[config.mk]
export PLATFORM = sky130hd
export DESIGN_NAME = debounce_scheduler_flat
export DESIGN_NICKNAME = d
export VERILOG_FILES = /design/src/rtl/debounce_scheduler_if.sv /design/src/rtl/debounce_scheduler.sv /design/src/flat_wrapper.sv
export SDC_FILE = /design/constraint.sdc
export NUM_CORES = 1
export LEC_CHECK = 0
export BUFFER_PORTS_ARGS = -buffer_cell sky130_fd_sc_hd__buf_2
export CORE_MARGIN = 2
export CORE_UTILIZATION = 64
export CTS_CLUSTER_DIAMETER = 60
export DETAILED_ROUTE_END_ITERATION = 16
export MAX_ROUTING_LAYER = met4
export PLACE_DENSITY = 0.93
export SLEW_MARGIN = 20
export SYNTH_ARGS = -nofsm -noshare
export SYNTH_HDL_FRONTEND = slang
export SYNTH_SLANG_ARGS = --single-unit
[constraint.sdc]
create_clock -name clk -period 5.24 [get_ports clk]
set_input_delay 0.524 -clock clk [delete_from_list [all_inputs] [get_ports clk]]
set_output_delay 0.524 -clock clk [all_outputs]
set_load 0.01 [all_outputs]
[src/rtl/debounce_scheduler_if.sv]
// Switch-side bundle of the debounce scheduler: raw switch levels in,
// press pulses and arbiter status out.
interface debounce_scheduler_if #(
    parameter int N    = 4,
    parameter int ID_W = 2
);
    logic [N-1:0]    sw;
    logic [N-1:0]    one_shot;
    logic            busy;
    logic [ID_W-1:0] active_id;

    modport master (output sw, input one_shot, busy, active_id);
    modport slave  (input sw, output one_shot, busy, active_id);
endinterface

[src/rtl/debounce_scheduler.sv]
// N switch channels share one settle timer granted round-robin; one_shot pulses per confirmed press.
// Define DEBOUNCE_RELEASE_EN to also debounce the release of a held (locked) switch.
module debounce_scheduler #(
    parameter int N            = 4,
    parameter int ID_W         = 2,
    parameter int DELAY_CYCLES = 1_500_000,
    parameter int CNT_W        = 21
) (
    input  logic                clk,
    input  logic                rst,
    debounce_scheduler_if.slave bus
);
    typedef enum logic [1:0] {IDLE, WAIT, CHECK} state_t;

    state_t          state_reg, state_next;
    logic [CNT_W-1:0] cnt_reg, cnt_next;
    logic [ID_W-1:0] active_id_reg, active_id_next;
    logic [ID_W-1:0] last_id_reg, last_id_next;
    logic [N-1:0]    s1_reg, s2_reg, s2_d_reg;
    logic [N-1:0]    pending_vec, one_shot_vec;
    logic            check_en;
    logic            found;
    logic [ID_W-1:0] pick;
    logic [ID_W:0]   cand;

    always_ff @(posedge clk or negedge rst) begin
        if (!rst) begin
            s1_reg   <= '0;
            s2_reg   <= '0;
            s2_d_reg <= '0;
        end else begin
            s1_reg   <= bus.sw;
            s2_reg   <= s1_reg;
            s2_d_reg <= s2_reg;
        end
    end

    // Round-robin: first pending channel after the last granted one, with wrap.
    always_comb begin
        found = 1'b0;
        pick  = '0;
        cand  = '0;
        for (int off = 1; off <= N; off++) begin
            cand = {1'b0, last_id_reg} + (ID_W+1)'(off);
            if (cand >= (ID_W+1)'(N))
                cand = cand - (ID_W+1)'(N);
            if (!found && pending_vec[cand[ID_W-1:0]]) begin
                found = 1'b1;
                pick  = cand[ID_W-1:0];
            end
        end
    end

    always_comb begin
        state_next     = state_reg;
        cnt_next       = cnt_reg;
        active_id_next = active_id_reg;
        last_id_next   = last_id_reg;
        check_en       = 1'b0;
        case (state_reg)
            IDLE: begin
                if (found) begin
                    active_id_next = pick;
                    last_id_next   = pick;
                    cnt_next       = '0;
                    state_next     = WAIT;
                end
            end
            WAIT: begin
                cnt_next = cnt_reg + 1'b1;
                if (cnt_reg == CNT_W'(DELAY_CYCLES - 1))
                    state_next = CHECK;
            end
            CHECK: begin
                check_en   = 1'b1;
                state_next = IDLE;
            end
            default: state_next = IDLE;
        endcase
    end

    always_ff @(posedge clk or negedge rst) begin
        if (!rst) begin
            state_reg     <= IDLE;
            cnt_reg       <= '0;
            active_id_reg <= '0;
            last_id_reg   <= ID_W'(N - 1);
        end else begin
            state_reg     <= state_next;
            cnt_reg       <= cnt_next;
            active_id_reg <= active_id_next;
            last_id_reg   <= last_id_next;
        end
    end

    genvar gi;
    generate
        for (gi = 0; gi < N; gi++) begin : g_ch
            logic pending_reg, locked_reg, one_shot_reg;
            logic chk_here, rise, pend_set, lock_set, lock_clr, fire;

            assign chk_here = check_en && (active_id_reg == ID_W'(gi));
            assign rise     = s2_reg[gi] & ~s2_d_reg[gi];
`ifdef DEBOUNCE_RELEASE_EN
            logic fall;
            assign fall     = ~s2_reg[gi] & s2_d_reg[gi];
            assign pend_set = (rise & ~locked_reg) | (fall & locked_reg);
            assign lock_clr = chk_here & locked_reg & ~s2_reg[gi];
            assign lock_set = chk_here & ~locked_reg & s2_reg[gi];
            assign fire     = lock_set;
`else
            // A released switch re-arms at once; a rise in the same cycle is not queued.
            assign lock_clr = ~s2_reg[gi];
            assign pend_set = rise & ~locked_reg & ~lock_clr;
            assign lock_set = chk_here & s2_reg[gi];
            assign fire     = lock_set;
`endif

            always_ff @(posedge clk or negedge rst) begin
                if (!rst) begin
                    pending_reg  <= 1'b0;
                    locked_reg   <= 1'b0;
                    one_shot_reg <= 1'b0;
                end else begin
                    // The CHECK clear beats a same-cycle edge on the granted channel.
                    if (chk_here)
                        pending_reg <= 1'b0;
                    else if (pend_set)
                        pending_reg <= 1'b1;
                    if (lock_clr)
                        locked_reg <= 1'b0;
                    else if (lock_set)
                        locked_reg <= 1'b1;
                    one_shot_reg <= fire;
                end
            end

            assign pending_vec[gi]  = pending_reg;
            assign one_shot_vec[gi] = one_shot_reg;
        end
    endgenerate

    assign bus.one_shot  = one_shot_vec;
    assign bus.busy      = (state_reg != IDLE);
    assign bus.active_id = active_id_reg;
endmodule

[src/flat_wrapper.sv]
// flat-port wrapper written by rule: the top's interface ports become plain ports
module debounce_scheduler_flat 
#(
    parameter int N            = 4,
    parameter int ID_W         = 2,
    parameter int DELAY_CYCLES = 1_500_000,
    parameter int CNT_W        = 21
)
  (clk, rst, bus_sw, bus_one_shot, bus_busy, bus_active_id);
  debounce_scheduler_if #(.N(N), .ID_W(ID_W)) bus_i ();
  input  logic clk;
  input  logic rst;
  input wire logic [$bits(bus_i.sw)-1:0] bus_sw;
  output wire logic [$bits(bus_i.one_shot)-1:0] bus_one_shot;
  output wire logic [$bits(bus_i.busy)-1:0] bus_busy;
  output wire logic [$bits(bus_i.active_id)-1:0] bus_active_id;
  assign bus_i.sw = bus_sw;
  assign bus_one_shot = bus_i.one_shot;
  assign bus_busy = bus_i.busy;
  assign bus_active_id = bus_i.active_id;
  debounce_scheduler #(.N(N), .ID_W(ID_W), .DELAY_CYCLES(DELAY_CYCLES), .CNT_W(CNT_W)) u_core (.clk(clk), .rst(rst), .bus(bus_i));
endmodule
==> implementation parameters, run 1 <==
Parameter                              Value

Finish
  Footprint of the multi-input gates ... roughly 950 µm²
  Number of inserted diodes ... 0
  Final non-filler cell area ... between 0.002 and 0.0025 mm²
  Area Growth Syn to Fin ... 4.63%
  Count of nets after finishing ... 238
  Flip-flop count of the largest register after layout ... 21
  Final cell utilization of the core ... a little under three quarters
  Fill cells ... 236
  Register area ... 0.00128 mm²
  Share of cells above drive strength 1 ... roughly 14%

Setup path
  Worst reg-to-reg path cell count ... 4
  Maximum cell stage delay along the critical path ... a little over 800 ps
  Startpoint-to-endpoint class of the critical path ... flip-flop to flip-flop
  Critical path, cell by cell ... nand2b_1, or4_1, o211ai_2, o31ai_2
  Highest fanout seen on the critical path ... 21
  Bufs and invs on worst path ... 0
  Crit path depth ... 4
  Worst setup slack for register-to-register paths ... slightly above 3000 ps
  CP Data Required Time ... roughly 5500 ps
  Setup crit start kind ... flip-flop
  Kind of end point of the critical path ... flip-flop
  Family with the most delay on the worst path ... simple AND/OR/NAND/NOR gates
  Data arrival time of the critical path ... between 2000 and 2500 ps
  Highest-delay cell along the critical path ... sky130_fd_sc_hd__or4_1

Worst hold path
  Path class of the lowest-slack min-delay path ... input port to asynchronous set/reset pin

Logic synthesis
  Number of distinct standard cells referenced by the synthesized netlist ... 49
  Async S/R FF share, synth ... 100%
  Top area cells in the synthesized netlist ... sky130_fd_sc_hd__dfrtp_1, sky130_fd_sc_hd__nand2_1, sky130_fd_sc_hd__nor2_1
  Ys Warns ... 0
  Synth Cell Area ... 0.00232 mm²
  Top-area cell type share of the netlist area ... a little over half
  Number of cells produced by synthesis ... about 220
  Most frequently used flop master after synthesis ... sky130_fd_sc_hd__dfrtp_1
  Sequential-to-total area share from yosys stat ... between 50% and 60%
  Commonest cells post-synth ... sky130_fd_sc_hd__dfrtp_1, sky130_fd_sc_hd__nand2_1, sky130_fd_sc_hd__nor2_1, sky130_fd_sc_hd__o21ai_0, sky130_fd_sc_hd__nand3_1
  Synthesis-stage register bit count ... 51
  Post-Syn Nets ... between 200 and 250
  Cell with the most instances after synthesis ... sky130_fd_sc_hd__dfrtp_1
  Syn Area/Cell ... ~10 µm²
  EDFF count, synth ... 0
  Top cell type by total area after synthesis ... sky130_fd_sc_hd__dfrtp_1

Die
  Die area ... 0.00413 mm²
  Area of the core ... ~0.0034 mm²
  Row cnt ... 21
  Top-Level Pins ... 13
  Die Y ... ~64 µm
  Die width ... ~64 µm
  Initial core utilization ... ~70%

CTS
  Worst-case clock buffer depth ... 2
  H-tree levels ... 2
  Clock latency reported for the late side of the worst-skew pair ... between 300 and 400 ps
  Total clock buffers created by CTS ... 5
  Count of instances resized after the clock tree is built ... 0
  Number of setup buffers added after CTS ... 0
  Clock tree sinks ... around 50
  Clk pin slew, worst setup/hold paths ... 170 ps
  Root Buffer ... sky130_fd_sc_hd__clkbuf_4
  CTS Hold Buffers Added ... 0
  CTS tree ... built

Global route
  Number of global-route vias before repair ... 1671
  Total global-route track usage ... between 20 and 25%
  Pin count of the biggest net entering global routing ... 52
  First-pass GRT wire length ... ~7600 µm
  Grt ovf ... 0
  Initial antenna violation count ... 0

Pwr
  PnR Total Power ... 0.768 mW
  Net switching power ... 0.238 mW
  Part of the total power dissipated in sequential elements ... ~62%
  Power per unit of standard cell area ... approximately 320 mW/mm²
  Combinational group share of total power ... 12.1%
  Net switching share of the total power ... between 30% and 40%
  Maximum ir drop on the vdd rail ... 0.261 mV
  Leakage power of the design ... just over 1 nW
  Int Pwr ... between 0.5 and 0.6 mW
  Clock group share of total power ... between 20% and 30%

STA
  Relative slew margins ... between 50 and 60%
  Final Critical Period ... 2160 ps
  Final slew viol count ... 0
  Final-report hold violation count ... 0
  Highest clock frequency the design can meet ... approximately 460 MHz
  Setup TNS ... 0 ps
  Final Skew ... between 20 and 25 ps
  Min Hold Slack ... between 100 and 150 ps
  RSZ-0062 raised after global routing ... no
  Share of the clock period used by the worst path after layout ... between 40% and 50%
  Number of failing setup endpoints in the final timing report ... 0
  Slew at the pin closest to its max-slew limit ... around 730 ps

Place
  Placer's final routability congestion estimate ... just under 0.9
  Number of port buffers ... 12
  Half-perimeter wire length after detailed placement ... 2920 µm
  Placed inst area ... between 0.002 and 0.0025 mm²

Drt
  Total Routed Length ... 4160 µm
  Post-detailed-route via-to-cell ratio ... about 6.2
  Wire length on met1 ... 1790 µm
  Drt pass-1 iters ... 4
  Total met3 wirelength after detailed routing ... 244 µm
  Vias after detailed routing ... between 1500 and 2000
  Antenna Nets Post-Route ... 0
  Routed wire length per instance ... between 10 and 15 µm
  Met2 routed WL ... a little over 2000 µm
  Count of routing violations after the opening detailed-route iteration ... 182
  Uppermost layer routed ... met4
  Number of design rule violations left after detail routing ... 0

Run status
  Run status ... completed

Flow run
  Max-cap violation count ... 0
==> kinds of logic after synthesis <==
group / Yosys count / share of synthesized area (%)
buffers and inverters: 15 / 4.09
AO/OA/AOI/OAI: 50 / 14.6
XOR/XNOR: 1 / 0.377
AND/OR/NAND/NOR: 102 / 23.6
flip-flops: 51 / 55.0
multiplexers: 4 / 1.72
adder cells (fa/ha/maj): 1 / 0.538
==> stage by stage <==
| step | std cells | setup slack, ps |
|---|---|---|
| final | 278 | 3080 |
| after global routing | 278 | 2980 |
| after CTS | 278 | 3090 |
| after detailed placement | 270 | 3110 |
| after global placement | 270 | 3190 |
| after floorplan | 224 | 3560 |
==> cell type report <==
| type | count | area share, % |
|---|---|---|
| multi-input combinational | 158 | 39.1 |
| clock buffer | 5 | 1.54 |
| sequential | 51 | 52.6 |
| clock inverter | 3 | 1.39 |
| tap | 46 | 2.37 |
| timing repair buffer | 12 | 2.57 |
| inverter | 3 | 0.463 |
==> path summary, 6_finish.rpt <==
path / to / startpoint
setup / recovery: u_core.cnt_reg[12]$_DFFE_PN0P_ / u_core.state_reg[1]$_DFFE_PN0P_
hold / removal: u_core.g_ch[2].one_shot_reg$_DFF_PN0_ / rst
setup reg to reg: u_core.cnt_reg[12]$_DFFE_PN0P_ / u_core.state_reg[1]$_DFFE_PN0P_
hold reg to reg: u_core.s2_reg[3]$_DFF_PN0_ / u_core.s1_reg[3]$_DFF_PN0_
max in group asynchronous: u_core.cnt_reg[2]$_DFFE_PN0P_ / rst
min in group clk: u_core.s1_reg[0]$_DFF_PN0_ / bus_sw[0]
==> layer usage <==
layer	up-vias	GRT usage, %
met4	0	7.45
met1	838	32.4
met3	8	5.81
li1	821	-
met5	-	-
met2	66	38.2
==> cell usage in the layout (no fill, tap or decap), types with 4 or more instances in the layout <==
master / n
sky130_fd_sc_hd__nor4_1: 4
sky130_fd_sc_hd__mux2i_1: 4
sky130_fd_sc_hd__buf_2: 11
sky130_fd_sc_hd__dfrtp_1: 49
sky130_fd_sc_hd__o211ai_1: 4
sky130_fd_sc_hd__nand2_1: 22
sky130_fd_sc_hd__o21a_1: 5
sky130_fd_sc_hd__nor2_1: 22
sky130_fd_sc_hd__nor3_1: 4
sky130_fd_sc_hd__a21oi_1: 8
sky130_fd_sc_hd__o21ai_0: 14
sky130_fd_sc_hd__clkbuf_4: 5
sky130_fd_sc_hd__nand3_1: 11
sky130_fd_sc_hd__and2_1: 4
sky130_fd_sc_hd__o31ai_1: 5
sky130_fd_sc_hd__and3_1: 6
==> worst reg2reg max path: stages (launching register included) <==
cell and delay (ps):
sky130_fd_sc_hd__dfrtp_1 430, sky130_fd_sc_hd__nand2b_1 480, sky130_fd_sc_hd__or4_1 820, sky130_fd_sc_hd__o211ai_2 240, sky130_fd_sc_hd__o31ai_2 90
==> power by group through the flow <==
| stage | Combinational (mW) | Sequential [mW] | Clock (mW) |
|---|---|---|---|
| global placement | 0.0878 | 0.483 | 0 |
| CTS | 0.0936 | 0.477 | 0.202 |
| finish | 0.0932 | 0.478 | 0.197 |
| detailed placement | 0.0925 | 0.485 | 0 |
| floorplan | 0.0657 | 0.477 | 0 |
| global route | 0.108 | 0.486 | 0.218 |
Power figures use the tool's default switching activity.
==> inputs of run 2 (changes only) <==
- CORE_UTILIZATION: 64 -> 54
- PLACE_DENSITY: 0.93 -> 0.85
- clock period: 5.24 -> 1.98 ns (I/O delays scaled with it)
==> run 2 against run 1 <==
Effect of this change:
- critical path depth is 1 higher
- count of clock-buffer cells in the layout is 1 higher
- utilization is 8.1 points lower
- setup slack worse by 2900 ps
- first-iteration DRC count is 3.8% higher
- sequential share of layout area is 2.6 points lower
- maximum frequency is 23% higher
- critical path type unchanged
==> implementation parameters, run 2 (synthesized netlist as in run 1, its figures left out) <==
Parameter                              Value

Run status
  Run status ... completed

Setup path
  CP Data Required Time ... 2170 ps (-3360 ps)
  Kind of end point of the critical path ... flip-flop
  Critical path, cell by cell ... ha_1, nand3_1, or4_4, o211ai_2, o31ai_2
  Worst setup slack for register-to-register paths ... 230 ps (-2850 ps)
  Worst reg-to-reg path cell count ... 5 (+1)
  Highest-delay cell along the critical path ... sky130_fd_sc_hd__or4_4
  Data arrival time of the critical path ... 1940 ps (-510 ps)
  Highest fanout seen on the critical path ... 8 (-62%)
  Maximum cell stage delay along the critical path ... 570 ps (-250 ps)
  Setup crit start kind ... flip-flop
  Startpoint-to-endpoint class of the critical path ... flip-flop to flip-flop

Finish
  Final cell count without fillers ... 294 (+5.8%)
  Register area ... 0.00128 mm² (unchanged)
  Fill cells ... 307 (+30%)
  Most frequent cells in the layout ... sky130_fd_sc_hd__dfrtp_1, sky130_fd_sc_hd__nand2_1, sky130_fd_sc_hd__nor2_1
  Most common cell after layout, fill and taps aside ... sky130_fd_sc_hd__dfrtp_1
  Area Growth Syn to Fin ... 10.1%
  Number of inserted diodes ... 0 (unchanged)
  Share of cells above drive strength 1 ... 16.4% (+2.2 points)
  Flip-flop count of the largest register after layout ... 21 (unchanged)
  Count of nets after finishing ... 250 (+5.0%)
  Footprint of the multi-input gates ... 953 µm² (+0.40%)
  Final non-filler cell area ... 0.00256 mm² (+5.2%)

Global route
  Number of global-route vias before repair ... 1655 (-0.96%)
  Grt ovf ... 0 (unchanged)
  Pin count of the biggest net entering global routing ... 22 (-58%)
  Initial antenna violation count ... 0 (unchanged)
  Total global-route track usage ... 21.2% (-3.3 points)
  First-pass GRT wire length ... 7780 µm (+2.4%)

Drt
  Number of design rule violations left after detail routing ... 0 (unchanged)
  Vias after detailed routing ... 1741 (+0.46%)
  Count of routing violations after the opening detailed-route iteration ... 189 (+3.8%)
  Routed wire length per instance ... 15.1 µm (+1.0%)
  Antenna Nets Post-Route ... 0 (unchanged)
  Post-detailed-route via-to-cell ratio ... 5.92 (-5.0%)
  Total Routed Length ... 4440 µm (+6.8%)
  Drt pass-1 iters ... 4 (unchanged)

Pwr
  Leakage power of the design ... 1.09 nW (+5.8%)
  Maximum ir drop on the vdd rail ... 0.562 mV (+120%)
  Power per unit of standard cell area ... 837 mW/mm² (+170%)

CTS
  CTS tree ... built
  Worst-case clock buffer depth ... 2 (unchanged)
  Root Buffer ... sky130_fd_sc_hd__clkbuf_8
  Number of setup buffers added after CTS ... 0 (unchanged)
  Clock latency reported for the late side of the worst-skew pair ... 310 ps (-80 ps)
  H-tree levels ... 2 (unchanged)
  Clk pin slew, worst setup/hold paths ... 90 ps (-80 ps)
  Clock tree sinks ... 51 (unchanged)
  Total clock buffers created by CTS ... 5 (unchanged)

STA
  Final-report hold violation count ... 0 (unchanged)
  Share of the clock period used by the worst path after layout ... 88.2% (+47 points)
  Final Skew ... 12.7 ps (-9.35 ps)
  RSZ-0062 raised after global routing ... no
  Final slew viol count ... 0 (unchanged)
  Relative slew margins ... 60.9% (+9.7 points)
  Highest clock frequency the design can meet ... 573 MHz (+23%)
  Min Hold Slack ... 356 ps (+234 ps)
  Number of failing setup endpoints in the final timing report ... 0 (unchanged)
  Setup TNS ... 0 ps (unchanged)
  Slew at the pin closest to its max-slew limit ... 582 ps (-149 ps)
  Final Critical Period ... 1750 ps (-409 ps)

Place
  Post-Place Cells ... 281 (+4.1%)
  Number of port buffers ... 12 (unchanged)
  Placed inst area ... 0.00241 mm² (+2.4%)
  Half-perimeter wire length after detailed placement ... 3090 µm (+5.9%)
  Placer's final routability congestion estimate ... 0.881 (+0.16%)

Die
  Top-Level Pins ... 13 (unchanged)
  Initial core utilization ... 57.3% (-11 points)
  Die width ... 69.6 µm (+8.3%)
  Die area ... 0.00484 mm² (+17%)
  Area of the core ... 0.00406 mm² (+19%)
  Row cnt ... 23 (+9.5%)
  Die Y ... 69.6 µm (+8.3%)

Worst hold path
  Hold depth ... 0
  Path class of the lowest-slack min-delay path ... flip-flop to flip-flop

Flow run
  Max-cap violation count ... 0 (unchanged)
-- run 2: cell types whose count changed in the layout (fill, tap and decap cells not counted), sizes merged --
cell / change
clkinvlp: +1
clkinv: -1
clkbuf: +1
buf: +7
inv: -1
dlygate4sd3: +5
-- run 2: layer usage --
| layer | track usage, % | share of wire [%] | wire [µm] | up-vias |
|---|---|---|---|---|
| li1 | - | - | - | 847 |
| met1 | 28.3 | 48 | 2120 | 853 |
| met2 | 31.4 | 47 | 2080 | 32 |
| met3 | 5.23 | 3.3 | 146 | 9 |
| met4 | 8.28 | 2.0 | 91 | 0 |
| met5 | - | 0 | 0 | - |
-- run 2: stage by stage --
stage          total power, mW  utilization, %  setup WS [ps]
2_1_floorplan             1.44               -            300
3_3_place_gp              1.53            59.5            180
3_5_place_dp              1.55            59.5            147
4_1_cts                   2.16            62.9            129
5_1_grt                   2.25            63.0           74.8
6_report                  2.14            63.0            234
-- run 2: final cells by class --
class	instances	share of cell area, %
clock inverter	2	0.636
tap	50	2.45
clock buffer	6	2.84
sequential	51	50.0
inverter	3	0.440
timing repair buffer	24	6.36
multi-input combinational	158	37.3
-- run 2: critical path, delay by kind of cell, from the launching register on --
kind,cells,cell delay (ps)
and+or+nand+nor,2,720
AOI/OAI and AO/OA,2,290
DFF,1,380
adders and majority gates,1,260
-- run 2: report_power, final --
part	internal [mW]	switching (mW)
logic	0.116	0.150
clock network	0.254	0.348
registers	1.14	0.129
-- run 2: final timing paths --
check | end | from
worst max-delay path | u_core.cnt_reg[12]$_DFFE_PN0P_ | u_core.cnt_reg[0]$_DFFE_PN0P_
worst min-delay path | u_core.s2_reg[0]$_DFF_PN0_ | u_core.s1_reg[0]$_DFF_PN0_
worst max register to register | u_core.cnt_reg[12]$_DFFE_PN0P_ | u_core.cnt_reg[0]$_DFFE_PN0P_
worst min register to register | u_core.s2_reg[0]$_DFF_PN0_ | u_core.s1_reg[0]$_DFF_PN0_
max in group asynchronous | u_core.last_id_reg[1]$_DFFE_PN1P_ | rst
min in group asynchronous | u_core.s2_d_reg[2]$_DFF_PN0_ | rst
-- run 2: repair_timing --
action	4_1_cts	5_1_grt
resized for setup	0	1
setup endpoints to repair	0	3
endpoints found under the hold margin	23	0
hold buffers	5	0
